$ cat config.mk
export PLATFORM = sky130hd
export DESIGN_NAME = board_draw_ctrl_flat
export DESIGN_NICKNAME = d
export VERILOG_FILES = /design/src/rtl/reversi_pkg.sv /design/src/rtl/board_draw_ctrl_if.sv /design/src/rtl/cell_pixel_gen.sv /design/src/rtl/board_draw_ctrl.sv /design/src/flat_wrapper.sv
export SDC_FILE = /design/constraint.sdc
export NUM_CORES = 1
export LEC_CHECK = 0
export ABC_AREA = 1
export CAP_MARGIN = 40
export CORE_MARGIN = 1.5
export CORE_UTILIZATION = 40
export DETAILED_ROUTE_END_ITERATION = 10
export PLACE_DENSITY = 0.58
export SYNTH_ARGS = -nofsm -noshare
export SYNTH_HDL_FRONTEND = slang
export SYNTH_SLANG_ARGS = --single-unit
$ cat constraint.sdc
create_clock -name CLOCK_50 -period 7.6 [get_ports CLOCK_50]
set_clock_uncertainty 0.1 [all_clocks]
set_input_delay 1.9 -clock CLOCK_50 [delete_from_list [all_inputs] [get_ports CLOCK_50]]
set_output_delay 1.9 -clock CLOCK_50 [all_outputs]
set_load 0.02 [all_outputs]
$ cat src/rtl/reversi_pkg.sv
// Shared reversi definitions: piece encodings, VGA colours, board size and draw FSM states.
package reversi_pkg;

  localparam int unsigned BOARD_SIZE = 8;

  localparam logic [1:0] PIECE_EMPTY = 2'b00;
  localparam logic [1:0] PIECE_BLACK = 2'b01;
  localparam logic [1:0] PIECE_WHITE = 2'b10;

  localparam logic [2:0] GREEN = 3'b010;
  localparam logic [2:0] BLACK = 3'b000;
  localparam logic [2:0] WHITE = 3'b111;
  localparam logic [2:0] RED   = 3'b100;

  typedef enum logic [1:0] {
    StIdle,
    StCell,
    StClear,
    StFinish
  } draw_state_t;

endpackage

$ cat src/rtl/board_draw_ctrl_if.sv
// Request handshake plus VGA pixel/status bundle of the board drawing controller.
interface board_draw_ctrl_if;

  logic       req_valid;
  logic       req_ready;
  logic [2:0] req_row;
  logic [2:0] req_col;
  logic [1:0] req_piece;
  logic       req_cursor;
  logic       clear_req;
  logic [7:0] x;
  logic [6:0] y;
  logic [2:0] colour;
  logic       plot;
  logic       busy;
  logic       done;

  modport master (
    output req_valid, req_row, req_col, req_piece, req_cursor, clear_req,
    input  req_ready, x, y, colour, plot, busy, done
  );

  modport slave (
    input  req_valid, req_row, req_col, req_piece, req_cursor, clear_req,
    output req_ready, x, y, colour, plot, busy, done
  );

endinterface

$ cat src/rtl/cell_pixel_gen.sv
// Combinational colour of one pixel inside a board cell: border, disc or background.
module cell_pixel_gen
  import reversi_pkg::*;
#(
  parameter int unsigned CW = 4
) (
  input  logic [CW-1:0] px,
  input  logic [CW-1:0] py,
  input  logic [1:0]    piece,
  input  logic          cursor,
  output logic [2:0]    colour
);

  logic in_disc;

  always_comb begin
    in_disc = (32'(px) >= 32'd3) && (32'(px) <= 32'd8) &&
              (32'(py) >= 32'd3) && (32'(py) <= 32'd8);
    colour  = GREEN;
    // Border takes priority over the disc; piece 11 falls through to background.
    if (px == '0 || py == '0) begin
      colour = cursor ? RED : BLACK;
    end else if (in_disc && piece == PIECE_BLACK) begin
      colour = BLACK;
    end else if (in_disc && piece == PIECE_WHITE) begin
      colour = WHITE;
    end
  end

endmodule

$ cat src/rtl/board_draw_ctrl.sv
// Draws single board cells or clears the whole 8x8 board, one VGA pixel per clock.
module board_draw_ctrl
  import reversi_pkg::*;
#(
  parameter int unsigned ORIGIN_X = 32,
  parameter int unsigned ORIGIN_Y = 12,
  parameter int unsigned CELL     = 12
) (
  input logic              CLOCK_50,
  input logic              resetn,
  board_draw_ctrl_if.slave bus
);

  localparam int unsigned CW = (CELL > 1) ? $clog2(CELL) : 1;

  draw_state_t state_q, state_d;
  logic [CW-1:0] px_q, px_d, py_q, py_d;
  logic [2:0]    row_q, row_d, col_q, col_d;
  logic [1:0]    piece_q, piece_d;
  logic          cursor_q, cursor_d;
  logic          clear_pend_q, clear_pend_d;
  logic [7:0]    x_q, x_calc;
  logic [6:0]    y_q, y_calc;
  logic [2:0]    colour_q, colour_calc;
  logic          plotting, last_pix;

  cell_pixel_gen #(
    .CW(CW)
  ) u_pixel_gen (
    .px    (px_q),
    .py    (py_q),
    .piece (piece_q),
    .cursor(cursor_q),
    .colour(colour_calc)
  );

  assign x_calc   = 8'(ORIGIN_X + CELL * 32'(col_q) + 32'(px_q));
  assign y_calc   = 7'(ORIGIN_Y + CELL * 32'(row_q) + 32'(py_q));
  assign plotting = (state_q == StCell) || (state_q == StClear);
  assign last_pix = (px_q == CW'(CELL - 1)) && (py_q == CW'(CELL - 1));

  assign bus.req_ready = (state_q == StIdle) && !clear_pend_q && !bus.clear_req;
  assign bus.plot      = plotting;
  assign bus.busy      = (state_q != StIdle);
  assign bus.done      = (state_q == StFinish);
  assign bus.x         = plotting ? x_calc : x_q;
  assign bus.y         = plotting ? y_calc : y_q;
  assign bus.colour    = plotting ? colour_calc : colour_q;

  always_comb begin
    state_d      = state_q;
    px_d         = px_q;
    py_d         = py_q;
    row_d        = row_q;
    col_d        = col_q;
    piece_d      = piece_q;
    cursor_d     = cursor_q;
    clear_pend_d = clear_pend_q | (bus.clear_req && state_q != StIdle);

    unique case (state_q)
      StIdle: begin
        if (clear_pend_q || bus.clear_req) begin
          state_d      = StClear;
          clear_pend_d = 1'b0;
          px_d         = '0;
          py_d         = '0;
          row_d        = '0;
          col_d        = '0;
          piece_d      = PIECE_EMPTY;
          cursor_d     = 1'b0;
        end else if (bus.req_valid) begin
          state_d  = StCell;
          px_d     = '0;
          py_d     = '0;
          row_d    = bus.req_row;
          col_d    = bus.req_col;
          piece_d  = bus.req_piece;
          cursor_d = bus.req_cursor;
        end
      end
      StCell, StClear: begin
        if (px_q != CW'(CELL - 1)) begin
          px_d = px_q + 1'b1;
        end else begin
          px_d = '0;
          py_d = (py_q == CW'(CELL - 1)) ? '0 : py_q + 1'b1;
        end
        if (last_pix) begin
          if (state_q == StCell) begin
            state_d = StFinish;
          end else if (col_q == 3'(BOARD_SIZE - 1)) begin
            col_d = '0;
            if (row_q == 3'(BOARD_SIZE - 1)) state_d = StFinish;
            else                             row_d   = row_q + 1'b1;
          end else begin
            col_d = col_q + 1'b1;
          end
        end
      end
      StFinish: state_d = StIdle;
      default:  state_d = StIdle;
    endcase
  end

  always_ff @(posedge CLOCK_50 or negedge resetn) begin
    if (!resetn) begin
      state_q      <= StIdle;
      px_q         <= '0;
      py_q         <= '0;
      row_q        <= '0;
      col_q        <= '0;
      piece_q      <= PIECE_EMPTY;
      cursor_q     <= 1'b0;
      clear_pend_q <= 1'b0;
      x_q          <= '0;
      y_q          <= '0;
      colour_q     <= '0;
    end else begin
      state_q      <= state_d;
      px_q         <= px_d;
      py_q         <= py_d;
      row_q        <= row_d;
      col_q        <= col_d;
      piece_q      <= piece_d;
      cursor_q     <= cursor_d;
      clear_pend_q <= clear_pend_d;
      if (plotting) begin
        x_q      <= x_calc;
        y_q      <= y_calc;
        colour_q <= colour_calc;
      end
    end
  end

endmodule

$ cat src/flat_wrapper.sv
// flat-port wrapper written by rule: the top's interface ports become plain ports
module board_draw_ctrl_flat import reversi_pkg::*;
#(
  parameter int unsigned ORIGIN_X = 32,
  parameter int unsigned ORIGIN_Y = 12,
  parameter int unsigned CELL     = 12
)
  (CLOCK_50, resetn, bus_req_valid, bus_req_row, bus_req_col, bus_req_piece, bus_req_cursor, bus_clear_req, bus_req_ready, bus_x, bus_y, bus_colour, bus_plot, bus_busy, bus_done);
  board_draw_ctrl_if bus_i ();
  input logic CLOCK_50;
  input logic resetn;
  input wire logic [$bits(bus_i.req_valid)-1:0] bus_req_valid;
  input wire logic [$bits(bus_i.req_row)-1:0] bus_req_row;
  input wire logic [$bits(bus_i.req_col)-1:0] bus_req_col;
  input wire logic [$bits(bus_i.req_piece)-1:0] bus_req_piece;
  input wire logic [$bits(bus_i.req_cursor)-1:0] bus_req_cursor;
  input wire logic [$bits(bus_i.clear_req)-1:0] bus_clear_req;
  output wire logic [$bits(bus_i.req_ready)-1:0] bus_req_ready;
  output wire logic [$bits(bus_i.x)-1:0] bus_x;
  output wire logic [$bits(bus_i.y)-1:0] bus_y;
  output wire logic [$bits(bus_i.colour)-1:0] bus_colour;
  output wire logic [$bits(bus_i.plot)-1:0] bus_plot;
  output wire logic [$bits(bus_i.busy)-1:0] bus_busy;
  output wire logic [$bits(bus_i.done)-1:0] bus_done;
  assign bus_i.req_valid = bus_req_valid;
  assign bus_i.req_row = bus_req_row;
  assign bus_i.req_col = bus_req_col;
  assign bus_i.req_piece = bus_req_piece;
  assign bus_i.req_cursor = bus_req_cursor;
  assign bus_i.clear_req = bus_clear_req;
  assign bus_req_ready = bus_i.req_ready;
  assign bus_x = bus_i.x;
  assign bus_y = bus_i.y;
  assign bus_colour = bus_i.colour;
  assign bus_plot = bus_i.plot;
  assign bus_busy = bus_i.busy;
  assign bus_done = bus_i.done;
  board_draw_ctrl #(.ORIGIN_X(ORIGIN_X), .ORIGIN_Y(ORIGIN_Y), .CELL(CELL)) u_core (.CLOCK_50(CLOCK_50), .resetn(resetn), .bus(bus_i));
endmodule
Yosys cells after proc, flatten, opt, wreduce, memory -nomap -nowiden. Index checks and enable logic that the tools add are counted. Widths: inputs -> output; s select.

Bits in registers: 38. Bits of input ports: 13. Output and inout bits: 22. Logic and storage cells: 111.

Add/sub/neg operators: 8. Multiply operators: 2. $lt $le $gt $ge: 4. Eq/ne operators: 18. Muxes and demuxes: 40. Bitwise logic cells: 1. Reductions and logical operators: 27.

Operators with widths (count): $mux 3 (16); $mux 4 (5); $mux 2 (8); $pmux 4 s2 (2); $pmux 3 s2 (2); $mul 2x3->5 const A (2); $logic_and 1x1->1 (9); $add 4x1->4 const B (2); $add 6x7->8 const A (1); $add 8x4->8 (1); $eq 4x4->1 const B (2); $ge 4x2->1 const B (2); $le 4x4->1 const B (2); $logic_not 4->1 (2); $mux 8 (1); $reduce_and 4->1 (2); $add 4x7->7 const A (1); $add 7x4->7 (1); $mux 7 (1); $add 3x1->3 const B (2); $eq 2x2->1 const B (3); $eq 3x3->1 const B (2); $ne 2x2->1 const B (3); $ne 3x1->1 const B (2); other kinds (15) (26).

Logic depth before layout (Yosys ltp). Gate-level depths: netlist of the first run.

Depth after elaboration: 9. Depth in mapped cells: 10. Depth with buffers taken out: 10.

Cells and area by module. A second synthesis of the first run with hierarchy kept.

Cell total of the unflattened synthesis: 308. Area total of the unflattened synthesis: 2406.1 um^2.

By module, submodules not included: board_draw_ctrl (instances 1, cells each 276, area each 2268.4 um^2, seq. area each 950.9 um^2); cell_pixel_gen (instances 1, cells each 32, area each 137.6 um^2, seq. area each 0.0 um^2).

Worst setup path after synthesis of the first run. No wires, ideal clock.

Path kind: reg-to-output. From: reg u_core.row_q[0]. To: out bus_y[5]. Arrival time: 2.274 ns. Required time: 5.600 ns. Setup slack: 3.326 ns. Stages on the path, launching flop included: 10. Buffers on the path: 0. Cells stage by stage: dfrtp_1 ha_1 inv_1 ha_1 inv_1 ha_1 inv_1 fa_1 xor2_1 o21ai_0.

Longest elaborated chain between the ends: 4.

RTL lines: start: declaration (RTL line board_draw_ctrl.sv:18) `logic [2:0] row_q, row_d, col_q, col_d;`; start signal: assignment (RTL line board_draw_ctrl.sv:122) `row_q <= row_d;`; $mul 2x3->5 (RTL line board_draw_ctrl.sv:38) `assign y_calc = 7'(ORIGIN_Y + CELL * 32'(row_q) + 32'(py_q));`; $add 4x7->7 (RTL line board_draw_ctrl.sv:38); $add 7x4->7 (RTL line board_draw_ctrl.sv:38); $mux 7 (RTL line board_draw_ctrl.sv:47) `assign bus.y = plotting ? y_calc : y_q;`; end: declaration (RTL line flat_wrapper.sv:20) `output wire logic [$bits(bus_i.y)-1:0] bus_y;`.

No other way between the ends.

Worst setup path after layout of the first run.
From: in bus_clear_req. To: out bus_req_ready.

Longest elaborated chain between the ends: 2.

RTL lines: start: declaration (RTL line flat_wrapper.sv:17) `input wire logic [$bits(bus_i.clear_req)-1:0] bus_clear_req;`; $logic_not 1->1 (RTL line board_draw_ctrl.sv:42) `assign bus.req_ready = (state_q == StIdle) && !clear_pend_q && !bus.clear_req;`; $logic_and 1x1->1 (RTL line board_draw_ctrl.sv:42); end: declaration (RTL line flat_wrapper.sv:18) `output wire logic [$bits(bus_i.req_ready)-1:0] bus_req_ready;`.

No other way between the ends.

==> summary.txt, run 1 <==
Power Total: 1.41 mW
Syn Inst Count: 278
Ratio of cells with drive above 1 in the final layout: 0.0946
CTS Buf Count: 5
Synth Cell Area: 0.00232 mm2
Die width: 79.2 um
Core ar.: 0.00554 mm2
Die Area: 0.00627 mm2
Post-synth EDFFs: 0
Initial antenna violation count: 0
First-pass GRT wire length: 8090 um
Clock Pin Slew Worst Setup and Hold Paths: 0.07 ns
WL met2: 2050 um
FFs w/ async S/R, synth: 1.00
Final hold vios: 0
Tcrit/Tclk final: 0.697
Total track usage: 0.167
Top-count cell post-synth: nand2_1
Die Ht: 79.2 um
ANT cells: 0
Critical path buffers and inverters: 3
Buffers on Ports: 34
Met1 WL: 2470 um
Vias in the first global route: 1787
Startpoint Class: primary input
Max cap viols: 0
Crit-path cells: clkdlybuf4s50_1 -> nor2_4 -> nand2_1 -> inv_1 -> clkdlybuf4s50_1
Post-route ant nets: 0
Worst EP required: 5.60 ns
Crit path time final: 5.30 ns
Max-slew violation count: 0
FF+latch count, synth: 38
P_leak: 1.40 nW
Top sig layer: met4
Cell repeated most along the worst path: clkdlybuf4s50_1
WL/cell: 12.1 um
Synth area leader: dfrtp_1
Worst Path Arrival: 3.30 ns
Critical path's slowest cell: clkdlybuf4s50_1
Status: finished, final reports clean
Final setup violating endpoints: 0
Element type at the critical path end: output pin
Slew margin rel.: 0.639
CTS Sinks: 38
Layout net count: 354
# hold bufs at CTS: 0
Dpl hpwl: 3510 um
Gr ovfl total: 0
Clock Root Buffer: clkbuf_8
First DRT Iteration DRCs: 72
Post-synth top flop: dfrtp_1
Synth top cells by count: 73 x nand2_1, 38 x dfrtp_1, 33 x inv_1
Crit-path max FO: 5
Routed via count: 1859
# resized after CTS: 0
Worst-Skew Late Latency: 0.30 ns
Area growth syn-to-layout: 23.0%
Kind of critical path: in -> out
Syn. warnings: 0
Hold Path Class: reg -> reg
Largest net degree at the start of global routing: 36
Critical path's top delay family: buffers and inverters
DR DRC count: 0
Top cell type's share of synthesized area: 0.410
Met3 wire length: 164 um
Unique masters post-synth: 29
Maximum clock frequency: 189 MHz
Net Count, Synth: 316
Post-CTS Setup Bufs: 0
Placer Congestion: 0.817
CTS tree: built
Multi-input combinational cell area: 0.00120 mm2
VDD IR-drop max: 260 uV
Power per cell area: 493 mW/mm2
H-tree lvl count: 2
Via density: 4.78
Synthesized area per cell: 8.35 um2
Fill cells: 550
Max Buffers Root-to-Sink: 2
Initial core utilization: 0.419
Io pins: 35
Row count: 27
Largest cells by area after synthesis: dfrtp_1 41%, nand2_1 12%, ha_1 11%, o21ai_0 5.8%, inv_1 5.3%
Routed WL: 4710 um
Drt pass-1 iters: 4
RSZ-0062 raised after global routing: no
Fin Setup TNS: 0 ns
Reg area: 951 um2
Sequential fraction of the synthesis area: 0.410
Max incr delay on CP: 0.61 ns
Worst slew pin tran: 0.540 ns
-- stage by stage --
stage / setup slack, ns / util / instances / hold WS (ns) / cell area, um2
after detailed placement: 2.29 / 0.496 / 381 / 0.358 / 2750
after global placement: 2.30 / 0.492 / 380 / 0.354 / 2730
after CTS: 2.29 / 0.515 / 389 / 0.381 / 2860
after global routing: 2.21 / 0.515 / 389 / 0.405 / 2860
final: 2.30 / 0.515 / 389 / 0.374 / 2860
after floorplan: 3.33 / - / 278 / 0.389 / 2320
-- layout make-up --
cell class / count / share of cell area
Multi-Input combinational cell: 198 / 0.422
Clock inverter: 3 / 0.0140
Clock buffer: 5 / 0.0241
Tap cell: 72 / 0.0316
Sequential cell: 38 / 0.333
Inverter: 37 / 0.0486
Timing Repair Buffer: 36 / 0.127
-- state kept, by name, indices dropped and copies added (netlist names) --
name	flops
u_core.colour_q	3
u_core.px_q	4
u_core.x_q	8
u_core.cursor_q	1
u_core.py_q	4
u_core.row_q	3
u_core.state_q	2
u_core.piece_q	2
u_core.clear_pend_q	1
u_core.y_q	7
u_core.col_q	3
-- cell usage in the layout (no fill, tap or decap), types with 2 or more instances in the layout --
master           Yosys  routed
clkinv_2             0       2
a22oi_1              2       2
nand3_2              2       2
nor2_1              13      13
or2_2                2       2
nand3_1             19      19
xor2_1               3       3
fa_1                 4       4
dfrtp_1             38      38
clkdlybuf4s50_1      0      33
nand2_4              3       3
o21ai_0             27      27
nand2_2              3       3
xnor2_1              2       2
clkbuf_8             0       5
o22ai_1              2       2
a21oi_1              6       6
o21ai_1              4       4
nand4_1              4       4
inv_2                4       4
ha_1                21      21
inv_1               33      33
nand2_1             73      73
o21ai_2              3       3
-- power breakdown --
part | switching (mW) | internal, mW | leakage, nW | total (mW)
Clock | 0.0737 | 0.0966 | 0.0579 | 0.170
Sequential | 0.0485 | 0.281 | 0.497 | 0.330
Combinational | 0.559 | 0.349 | 0.844 | 0.908
-- worst paths after layout --
| check | start | endpoint | slack [ns] | depth (start not counted) |
|---|---|---|---|---|
| max in group asynchronous | resetn | u_core.x_q[6] | 5.58 | 2 |
| worst max-delay path | bus_clear_req | bus_req_ready | 2.30 | 5 |
| worst max register to register | u_core.row_q[0] | u_core.y_q[6] | 5.19 | 10 |
| worst min register to register | u_core.y_q[3] | u_core.y_q[3] | 0.37 | 2 |
| worst min-delay path | u_core.y_q[3] | u_core.y_q[3] | 0.37 | 2 |
| min in group asynchronous | resetn | u_core.y_q[6] | 1.38 | 1 |
-- metal layers --
layer	vias to the layer above	global-route usage
li1	978	-
met1	843	0.234
met2	36	0.252
met3	2	0.0368
met4	0	0.0579
met5	-	0
-- tightest hold or removal path, delay by kind of cell (launching register included) --
family,cells,cell delay [ns]
flops,1,0.33
simple gates,2,0.11
-- kinds of logic (layout without fill, tap and decap cells) --
| kind of cell | after synthesis | in the layout | share of synthesized area |
|---|---|---|---|
| XOR/XNOR | 5 | 5 | 0.0189 |
| flip-flops | 38 | 38 | 0.410 |
| AND/OR/NAND/NOR | 123 | 123 | 0.246 |
| buffers and inverters | 42 | 81 | 0.0717 |
| AO/OA/AOI/OAI | 45 | 45 | 0.106 |
| adder cells (fa/ha/maj) | 25 | 25 | 0.148 |
(Power assumes the default switching activity.)
==> inputs of run 2 (changes only) <==
Settings changed: PLACE_DENSITY 0.58 to 0.6.
Clock period 7.6 ns to 4.26 ns, I/O delays scaled along.
==> run 2 against run 1 <==
Utilization is 0.41 points lower. Routed wire length is 1.8% higher. Largest power group unchanged. Worst setup slack got worse by 2.1 ns. Critical path depth increased by 3. Register-to-register slack worse by 3.3 ns. Highest routed layer unchanged. Via count increased by 0.48%. Sequential power up 78%. Die area unchanged.
==> summary.txt, run 2 (synthesized netlist as in run 1, its figures left out) <==
Buffers on Ports: 34
Row count: 27
Fin area: 0.00283 mm2
P_leak: 1.43 nW
Worst hold stages: 2
Power per cell area: 867 mW/mm2
Worst EP required: 3.09 ns
Worst Path Arrival: 2.93 ns
Initial core utilization: 0.419
Hold worst-path end: u_core.y_q[6]
Crit-path cells: ha_1 -> inv_1 -> fa_1 -> or2_2 -> nand2_1 -> nand2_1 -> o21ai_0 -> clkdlybuf4s50_1
Die Area: 0.00627 mm2
Reg-to-Reg End: u_core.y_q[6]
Worst Reg-to-Reg Cells: 10
Most common cell after layout, fill and taps aside: nand2_1
Routed WL: 4800 um
First-pass GRT wire length: 8240 um
Final hold vios: 0
H-tree lvl count: 2
Worst slew pin tran: 0.581 ns
Critical path's top delay family: adder cells
Via density: 4.81
Post-CTS Setup Bufs: 0
Fill cells: 562
CTS Sinks: 38
Top flop regs: u_core.x_q: 8 flops, u_core.y_q: 7 flops
CTS tree: built
Max incr delay on CP: 0.66 ns
Startpoint Class: flip-flop
Die width: 79.2 um
Dpl hpwl: 3640 um
Slew margin rel.: 0.612
Total track usage: 0.171
Post-route ant nets: 0
Vias in the first global route: 1787
# hold bufs at CTS: 0
Max cap viols: 0
Top reg by flops: u_core.x_q
Io pins: 35
Crit path from: u_core.col_q[0]
Fin Setup TNS: 0 ns
Routed via count: 1868
Hold Path Class: reg -> reg
ANT cells: 0
DR DRC count: 0
Dpl cell area: 0.00275 mm2
Ratio of cells with drive above 1 in the final layout: 0.0918
First DRT Iteration DRCs: 71
Crit path time final: 4.10 ns
Hold_sp: u_core.y_q[6]
Most frequent cells in the layout: 73 x nand2_1, 38 x dfrtp_1, 33 x inv_1
Core ar.: 0.00554 mm2
Die Ht: 79.2 um
Status: finished, final reports clean
VDD IR-drop max: 425 uV
Max-slew violation count: 0
Cell repeated most along the worst path: nand2_1
Initial antenna violation count: 0
Drt pass-1 iters: 4
Tcrit/Tclk final: 0.962
Layout net count: 354
Gr ovfl total: 0
Max reg flops: 8
Largest net degree at the start of global routing: 36
Max Buffers Root-to-Sink: 2
WL/cell: 12.4 um
Critical path's slowest cell: clkdlybuf4s50_1
Placer Congestion: 0.813
Maximum clock frequency: 244 MHz
Reg area: 951 um2
Crit-path max FO: 4
Worst-Skew Late Latency: 0.29 ns
Multi-input combinational cell area: 0.00120 mm2
Area growth syn-to-layout: 22.0%
Element type at the critical path end: output pin
Clock Root Buffer: clkbuf_8
Clock Pin Slew Worst Setup and Hold Paths: 0.07 ns
CTS Buf Count: 5
Critical path buffers and inverters: 2
RSZ-0062 raised after global routing: no
Kind of critical path: reg -> out
Worst R2R Setup Slack: 1.86 ns
Final setup violating endpoints: 0
Worst flop-to-flop path startpoint: u_core.row_q[0]
==> run 2: changes by cell type in the layout (fill, tap and decap cells not counted), sizes merged <==
cell,delta
bufinv,-1
dlymetal6s2s,+3
clkdlybuf4s50,-3
==> run 2: power breakdown <==
| part | total, mW | switching, mW | internal (mW) |
|---|---|---|---|
| Combinational | 1.63 | 1.01 | 0.627 |
| Sequential | 0.588 | 0.0861 | 0.502 |
| Clock | 0.234 | 0.124 | 0.110 |
==> run 2: layer usage <==
layer	GRT usage	routed length (um)
met3	0.0345	152
met1	0.235	2460
met5	0	0
met4	0.0737	55
met2	0.262	2120
==> run 2: layout make-up <==
class | instances | area share
multi-input combinational | 198 | 0.425
sequential | 38 | 0.336
timing repair buffer | 36 | 0.131
inverter | 37 | 0.0490
tap | 72 | 0.0318
clock buffer | 5 | 0.0243
clock inverter | 2 | 0.00353
==> run 2: worst max path at each step <==
stage	cells past startpoint	to	slack [ns]
3_5_place_dp	10	bus_y[5]	0.36
6_report	8	bus_x[6]	0.16
5_1_grt	8	bus_x[6]	0.03
4_1_cts	10	bus_y[5]	0.02
3_3_place_gp	11	bus_y[6]	0.45
2_1_floorplan	9	bus_y[5]	0.82
==> run 2: per-stage QoR <==
step                hold slack (ns)  total power [mW]  worst slack [ns]  instances  utilization
floorplan                     0.389              1.69             0.821        278            -
global placement              0.358              2.23             0.454        380        0.492
detailed placement            0.360              2.24             0.356        381        0.496
CTS                           0.379              2.49            0.0165        388        0.510
global route                  0.391              2.69            0.0257        388        0.511
finish                        0.375              2.46             0.162        388        0.511
==> run 2: repair_timing <==
action,CTS,global route
endpoints found under the setup margin,0,3
resized for setup,0,3
hold endpoints to repair,0,0
==> run 2: worst register-to-register path, cell delays in order, from the launching register on <==
cell and delay (ns):
dfrtp_1 0.41, ha_1 0.22, inv_1 0.07, fa_1 0.58, inv_1 0.06, ha_1 0.28, a21o_1 0.11, nand2_1 0.06
or2_2 0.28, nand3_1 0.07, nand2_1 0.06
